### src/rtl/muldiv_unit.sv
// muldiv_unit: iterative MIPS MULT/MULTU/DIV/DIVU unit with architectural HI/LO.
// One shift-add (multiply) or restoring-divide step per cycle on operand
// magnitudes. Signs are re-applied in a dedicated fix-up cycle.
// Divide by zero short-circuits from LOAD straight to DONE.
module muldiv_unit #(
   parameter int WIDTH = 32
) (
   input  logic             CLK,
   input  logic             nRST,
   input  logic             start,
   input  logic [1:0]       op,
   input  logic [WIDTH-1:0] Port_A,
   input  logic [WIDTH-1:0] Port_B,
   input  logic             flush,
   output logic             busy,
   output logic             done,
   output logic [WIDTH-1:0] hi,
   output logic [WIDTH-1:0] lo,
   output logic             div_by_zero
);

   localparam int CNT_W = $clog2(WIDTH) + 1;
   localparam int DW    = 2 * WIDTH;

   typedef enum logic [2:0] {
      S_IDLE = 3'd0,
      S_LOAD = 3'd1,
      S_CALC = 3'd2,
      S_FIX  = 3'd3,
      S_DONE = 3'd4
   } state_t;

   // Two's-complement negation of a WIDTH-bit value.
   function automatic logic [WIDTH-1:0] neg_w(input logic [WIDTH-1:0] v);
      return (~v) + WIDTH'(1'b1);
   endfunction

   // Two's-complement negation of a 2*WIDTH-bit value.
   function automatic logic [DW-1:0] neg_dw(input logic [DW-1:0] v);
      return (~v) + DW'(1'b1);
   endfunction

   // Magnitude of v; only treated as signed when sgn is set.
   function automatic logic [WIDTH-1:0] abs_val(input logic [WIDTH-1:0] v,
                                               input logic sgn);
      logic [WIDTH-1:0] r;
      if (sgn && v[WIDTH-1]) begin
         r = neg_w(v);
      end else begin
         r = v;
      end
      return r;
   endfunction

   // Architectural and control state
   state_t             state_r;
   logic [1:0]         op_r;
   logic [WIDTH-1:0]   a_r;
   logic [WIDTH-1:0]   b_r;
   logic [CNT_W-1:0]   cnt_r;
   logic               neg_res_r;
   logic               neg_rem_r;
   logic [WIDTH-1:0]   hi_r;
   logic [WIDTH-1:0]   lo_r;
   logic               busy_r;
   logic               done_r;
   logic               dbz_r;

   // Working registers: acc_r is the product accumulator for multiply and
   // holds dividend/quotient in its low half for divide; opd_r is the
   // multiplicand or the divisor magnitude; rem_r the partial remainder.
   logic [DW-1:0]      acc_r;
   logic [WIDTH-1:0]   opd_r;
   logic [WIDTH:0]     rem_r;

   // Combinational helpers
   logic               is_div_s;
   logic               is_signed_s;
   logic               sgn_a_s;
   logic               sgn_b_s;
   logic [WIDTH-1:0]   mag_a_s;
   logic [WIDTH-1:0]   mag_b_s;
   logic               dbz_s;
   logic [WIDTH:0]     add_hi_s;
   logic [WIDTH+1:0]   shift_s;
   logic [WIDTH:0]     diff_s;
   logic [DW-1:0]      calc_acc_s;
   logic [WIDTH:0]     calc_rem_s;
   logic [DW-1:0]      prod_fix_s;
   logic [WIDTH-1:0]   quo_fix_s;
   logic [WIDTH-1:0]   rem_fix_s;

   assign busy        = busy_r;
   assign done        = done_r;
   assign hi          = hi_r;
   assign lo          = lo_r;
   assign div_by_zero = dbz_r;

   // Operand decode, magnitudes and divide-by-zero detection on latched operands
   always_comb begin
      is_div_s    = op_r[1];
      is_signed_s = ~op_r[0];
      sgn_a_s     = is_signed_s & a_r[WIDTH-1];
      sgn_b_s     = is_signed_s & b_r[WIDTH-1];
      mag_a_s     = abs_val(a_r, is_signed_s);
      mag_b_s     = abs_val(b_r, is_signed_s);
      if (is_div_s && (b_r == {WIDTH{1'b0}})) begin
         dbz_s = 1'b1;
      end else begin
         dbz_s = 1'b0;
      end
   end

   // One iteration step: shift-add multiply or restoring divide
   always_comb begin
      add_hi_s   = {(WIDTH+1){1'b0}};
      shift_s    = {(WIDTH+2){1'b0}};
      diff_s     = {(WIDTH+1){1'b0}};
      calc_acc_s = acc_r;
      calc_rem_s = rem_r;
      if (is_div_s) begin
         // Bring in the next dividend bit, try subtracting the divisor.
         shift_s = {rem_r, acc_r[WIDTH-1]};
         diff_s  = shift_s[WIDTH:0] - {1'b0, opd_r};
         if (shift_s >= {2'b00, opd_r}) begin
            calc_rem_s = diff_s;
            calc_acc_s = {acc_r[DW-1:WIDTH], acc_r[WIDTH-2:0], 1'b1};
         end else begin
            calc_rem_s = shift_s[WIDTH:0];
            calc_acc_s = {acc_r[DW-1:WIDTH], acc_r[WIDTH-2:0], 1'b0};
         end
      end else begin
         // Add multiplicand into the upper half when the low bit is set,
         // then shift the whole accumulator right by one (carry kept).
         if (acc_r[0]) begin
            add_hi_s = {1'b0, acc_r[DW-1:WIDTH]} + {1'b0, opd_r};
         end else begin
            add_hi_s = {1'b0, acc_r[DW-1:WIDTH]};
         end
         calc_acc_s = {add_hi_s, acc_r[WIDTH-1:1]};
         calc_rem_s = rem_r;
      end
   end

   // Sign fix-up of the finished magnitude result
   always_comb begin
      if (neg_res_r) begin
         prod_fix_s = neg_dw(acc_r);
         quo_fix_s  = neg_w(acc_r[WIDTH-1:0]);
      end else begin
         prod_fix_s = acc_r;
         quo_fix_s  = acc_r[WIDTH-1:0];
      end
      if (neg_rem_r) begin
         rem_fix_s = neg_w(rem_r[WIDTH-1:0]);
      end else begin
         rem_fix_s = rem_r[WIDTH-1:0];
      end
   end

   // Control FSM with registered busy/done/flag and HI/LO result registers
   always_ff @(posedge CLK or negedge nRST) begin
      if (!nRST) begin
         state_r   <= S_IDLE;
         op_r      <= 2'b00;
         a_r       <= {WIDTH{1'b0}};
         b_r       <= {WIDTH{1'b0}};
         cnt_r     <= {CNT_W{1'b0}};
         neg_res_r <= 1'b0;
         neg_rem_r <= 1'b0;
         acc_r     <= {DW{1'b0}};
         opd_r     <= {WIDTH{1'b0}};
         rem_r     <= {(WIDTH+1){1'b0}};
         hi_r      <= {WIDTH{1'b0}};
         lo_r      <= {WIDTH{1'b0}};
         busy_r    <= 1'b0;
         done_r    <= 1'b0;
         dbz_r     <= 1'b0;
      end else if (state_r == S_IDLE) begin
         // Accept a new request; flush in the same cycle drops it.
         if (start && !flush) begin
            state_r <= S_LOAD;
            op_r    <= op;
            a_r     <= Port_A;
            b_r     <= Port_B;
            dbz_r   <= 1'b0;
            busy_r  <= 1'b1;
            done_r  <= 1'b0;
         end else begin
            state_r <= S_IDLE;
            busy_r  <= 1'b0;
            done_r  <= 1'b0;
         end
      end else if (flush) begin
         // Abort: results and flag keep their previous values, no done.
         state_r <= S_IDLE;
         busy_r  <= 1'b0;
         done_r  <= 1'b0;
      end else begin
         case (state_r)
            S_LOAD: begin
               neg_res_r <= sgn_a_s ^ sgn_b_s;
               neg_rem_r <= sgn_a_s;
               cnt_r     <= CNT_W'(WIDTH);
               rem_r     <= {(WIDTH+1){1'b0}};
               if (dbz_s) begin
                  state_r <= S_DONE;
                  hi_r    <= a_r;
                  lo_r    <= {WIDTH{1'b1}};
                  dbz_r   <= 1'b1;
                  done_r  <= 1'b1;
               end else if (is_div_s) begin
                  state_r <= S_CALC;
                  opd_r   <= mag_b_s;
                  acc_r   <= {{WIDTH{1'b0}}, mag_a_s};
                  done_r  <= 1'b0;
               end else begin
                  state_r <= S_CALC;
                  opd_r   <= mag_a_s;
                  acc_r   <= {{WIDTH{1'b0}}, mag_b_s};
                  done_r  <= 1'b0;
               end
            end
            S_CALC: begin
               acc_r <= calc_acc_s;
               rem_r <= calc_rem_s;
               cnt_r <= cnt_r - CNT_W'(1'b1);
               if (cnt_r == CNT_W'(1'b1)) begin
                  state_r <= S_FIX;
               end else begin
                  state_r <= S_CALC;
               end
            end
            S_FIX: begin
               if (is_div_s) begin
                  hi_r <= rem_fix_s;
                  lo_r <= quo_fix_s;
               end else begin
                  hi_r <= prod_fix_s[DW-1:WIDTH];
                  lo_r <= prod_fix_s[WIDTH-1:0];
               end
               state_r <= S_DONE;
               done_r  <= 1'b1;
            end
            S_DONE: begin
               state_r <= S_IDLE;
               busy_r  <= 1'b0;
               done_r  <= 1'b0;
            end
            default: begin
               state_r <= S_IDLE;
               busy_r  <= 1'b0;
               done_r  <= 1'b0;
            end
         endcase
      end
   end

endmodule

### config.mk
export PLATFORM = sky130hd
export DESIGN_NAME = muldiv_unit
export DESIGN_NICKNAME = d
export VERILOG_FILES = /design/src/rtl/muldiv_unit.sv
export SDC_FILE = /design/constraint.sdc
export NUM_CORES = 1
export LEC_CHECK = 0
export CORE_MARGIN = 1.5
export CORE_UTILIZATION = 65
export CTS_CLUSTER_DIAMETER = 60
export DETAILED_ROUTE_END_ITERATION = 10
export DONT_BUFFER_PORTS = 1
export PLACE_DENSITY = 0.93
export SETUP_SLACK_MARGIN = 0.5
export SLEW_MARGIN = 20
export SYNTH_ARGS = -nofsm -noshare
export SYNTH_HDL_FRONTEND = slang
export SYNTH_SLANG_ARGS = --single-unit
### constraint.sdc
create_clock -name CLK -period 5.12 [get_ports CLK]
set_clock_uncertainty 0.1 [all_clocks]
set_input_delay 0.512 -clock CLK [delete_from_list [all_inputs] [get_ports CLK]]
set_output_delay 0.512 -clock CLK [all_outputs]
set_load 0.005 [all_outputs]
==> summary.txt <==
Place
  • HPWL after DPL: approximately 49 mm
  • Pre-CTS setup slack: ~1.1 ns
  • Area after DPL: around 0.019 sq mm
  • Port buffer count: 0
  • Routability cong.: approximately 1.0

Pwr
  • VDD IR max: about 490 uV
  • Design Power: 15100 uW
  • P_leak: just under 0.009 uW
  • PwrDens: 731 mW/mm^2

Floorplanning
  • Core Region: between 0.02 and 0.03 sq mm
  • Io pins: 137
  • Die area: between 0.03 and 0.04 sq mm
  • Row cnt: 63
  • Die Wd: ~180 um
  • Initial Util: around 66%
  • Die height: 176 um

Clock tree
  • CTS Root Cell: clkbuf_16
  • CTS clk-pin slew, worst paths: approximately 0.060 ns
  • Post-CTS Repair Setup Buffers: 0
  • CTS tree: built
  • CTS sink cnt: around 270
  • Clock buffer depth: 3
  • CTS Buf Count: 34
  • H-tree levels: 2
  • Clock latency on the worst-skew pair: ~0.53 ns
  • Cts repair resizes: 0

Layout
  • Fillers: roughly 2300
  • Final instance area: between 0.02 and 0.025 sq mm
  • Synth-to-Final Area Change: 6.18%
  • Share of cells above drive strength 1: a little over 8%
  • # nets final: ~2400

Logic synthesis
  • Post-synth top cells: dfrtp_1, a21oi_1, nand2_1, nor2_1, o21ai_0
  • Netlist cell types: 82
  • Mapped cell area: 0.0194 sq mm
  • Synth async-reset ratio: 100%
  • Seq/Total Area, Yosys: a little over a third
  • Synth Area per Inst: 8.40 sq um
  • #FFs+latches synth: between 200 and 300
  • Synth area leaders: dfrtp_1, a21oi_1, o21ai_0, xnor2_1, xor2_1
  • Yosys top cell area share: a little over a third
  • Syn_nets: 2454
  • Top-count cell post-synth: dfrtp_1
  • Ys Warns: 0
  • Primary FF master, synth: dfrtp_1
  • Top cell type by total area after synthesis: dfrtp_1
  • Cells after Synth: between 2000 and 2500
  • Number of flops mapped to enable cells by yosys: 0

Timing
  • Setup violators final: 0
  • Max Slew Vio Count: 0
  • Post-Route Setup TNS: 0 ns
  • RSZ-0062 raised after global routing: false
  • Worst setup margin: about 0.97 ns
  • Final Hold Slack: -0.391 ns
  • Worst-margin pin slew: between 1 and 1.5 ns
  • Fmax: roughly 0.24 GHz
  • Fin crit period: approximately 4.1 ns
  • Period utilization: between 80% and 90%
  • Headroom to the max-slew limit: around a third
  • Final Hold Viols: 273

Global route
  • Antenna violations before repair: 2
  • Largest net degree at the start of global routing: approximately 270
  • First-pass GRT wire length: between 100 and 150 mm
  • Tot GR Track Use: a little over two fifths
  • Gr ovfl total: 0
  • Number of global-route vias before repair: approximately 17000

Worst setup path
  • CP Max Fanout: 46
  • Critical path endpoint category: register
  • Worst setup SP type: register
  • Worst EP required: around 5.4 ns
  • Setup Crit Path Kind: reg -> reg
  • Crit path DAT: roughly 4.5 ns

Route
  • Drt wl/cell: 24.8 um
  • DR DRC count: 0
  • Final WL: 65.5 mm
  • DR vias/cell: between 6 and 7
  • Antenna-violating nets left: 0
  • DR iter-0 viols: 2669
  • Vias: between 15000 and 20000
  • DR pass1 iterations: 6

Worst hold path
  • HP Class: in -> async

Job
  • Max Cap Violations: 0

Run status
  • Failing checks: negative hold slack
  • Outcome: complete, but fails checks
-- metrics by stage --
stage                     util [%]  cells
after floorplan                  -   2312
after global placement        65.9   2579
after detailed placement      65.9   2579
after CTS                     69.8   2640
after global routing          69.8   2641
final                         69.8   2641
-- layout make-up --
class,count,area [sq um],area share (%)
Clock buffer,54,1040,5.04
Antenna cell,1,2.50,0.0121
Tap cell,390,488,2.37
Timing Repair Buffer,23,185,0.898
Multi-Input combinational cell,1826,11700,56.9
Sequential cell,273,6840,33.1
Clock inverter,7,95.1,0.461
Inverter,67,253,1.23
-- worst max-delay path: stages, from the launching register on --
cell	delay (ns)
dfrtp_1	0.44
or4_1	0.60
nor4_1	0.27
nor2b_1	0.51
and4_1	0.31
nor2_1	0.04
or2_1	0.21
buf_4	0.27
clkinv_2	0.53
buf_4	0.45
nor2_1	0.08
a31oi_1	0.21
-- kinds of logic after synthesis --
kind of cell,synth area share [%]
flip-flops,35.2
multiplexers,5.36
AND/OR/NAND/NOR,17.8
AO/OA/AOI/OAI,22.9
XOR/XNOR,9.47
adder cells (fa/ha/maj),4.71
buffers and inverters,4.59
-- layer usage --
metal | global-route usage (%) | vias up | routed length, um | part of all wire (%)
met5 | 0 | - | 11 | 0.017
met4 | 29.6 | 2 | 5280 | 8.1
met3 | 7.97 | 253 | 6780 | 10
met2 | 63.4 | 1200 | 28500 | 43
met1 | 55.9 | 8800 | 25000 | 38
li1 | - | 8189 | - | -
-- cells in the final DEF (no fill, tap or decap), types with 11 or more instances in the layout --
cell type	synthesis	layout
a21oi_1	236	236
nand2b_1	26	25
a211oi_1	24	24
nor2b_1	12	12
a32oi_1	13	13
and2_1	11	11
clkbuf_1	104	12
a22o_1	11	11
nand2_1	226	225
xnor2_1	106	106
nor3_1	53	53
nand3_1	40	39
o31ai_1	38	38
mux2_2	72	72
o21ai_0	187	187
o41ai_1	21	21
dfrtp_1	273	271
mux2i_1	23	23
nand4_1	15	15
inv_1	66	66
buf_4	4	22
xor2_1	104	104
o211ai_1	23	23
nor4_1	20	20
clkbuf_16	0	37
ha_1	70	70
or4_1	19	19
or3_1	20	20
a31oi_1	50	50
and3_1	23	23
o21ai_1	19	19
a21o_1	20	20
nor2_1	218	217
or2_2	11	11
-- flip-flops by register name, summed over array words and instances, names as in the netlist --
register / count
a_r: 32
hi: 32
lo: 32
opd_r: 32
neg_rem_r: 1
state_r: 3
op_r: 2
busy: 1
cnt_r: 6
neg_res_r: 1
b_r: 32
acc_r: 64
div_by_zero: 1
rem_r: 33
done: 1
-- worst paths after layout --
check,startpoint,endpoint,cells after the start,slack [ns]
worst max-delay path,b_r[13]$_DFFE_PN0P_,lo[0]$_DFFE_PN0P_,11,0.97
worst min-delay path,nRST,acc_r[49]$_DFFE_PN0P_,0,-0.39
worst max register to register,b_r[13]$_DFFE_PN0P_,lo[0]$_DFFE_PN0P_,11,0.97
worst min register to register,rem_r[32]$_DFFE_PN0P_,rem_r[32]$_DFFE_PN0P_,2,0.38
max in group asynchronous,nRST,op_r[1]$_DFFE_PN0P_,0,4.48
min in group CLK,start,div_by_zero$_DFFE_PN0P_,1,0
-- power breakdown --
part	internal (uW)	switching, uW
Combinational	3140	5060
Clock	1500	951
Sequential	2950	1490
No activity file was read; power rests on OpenSTA's default activity.
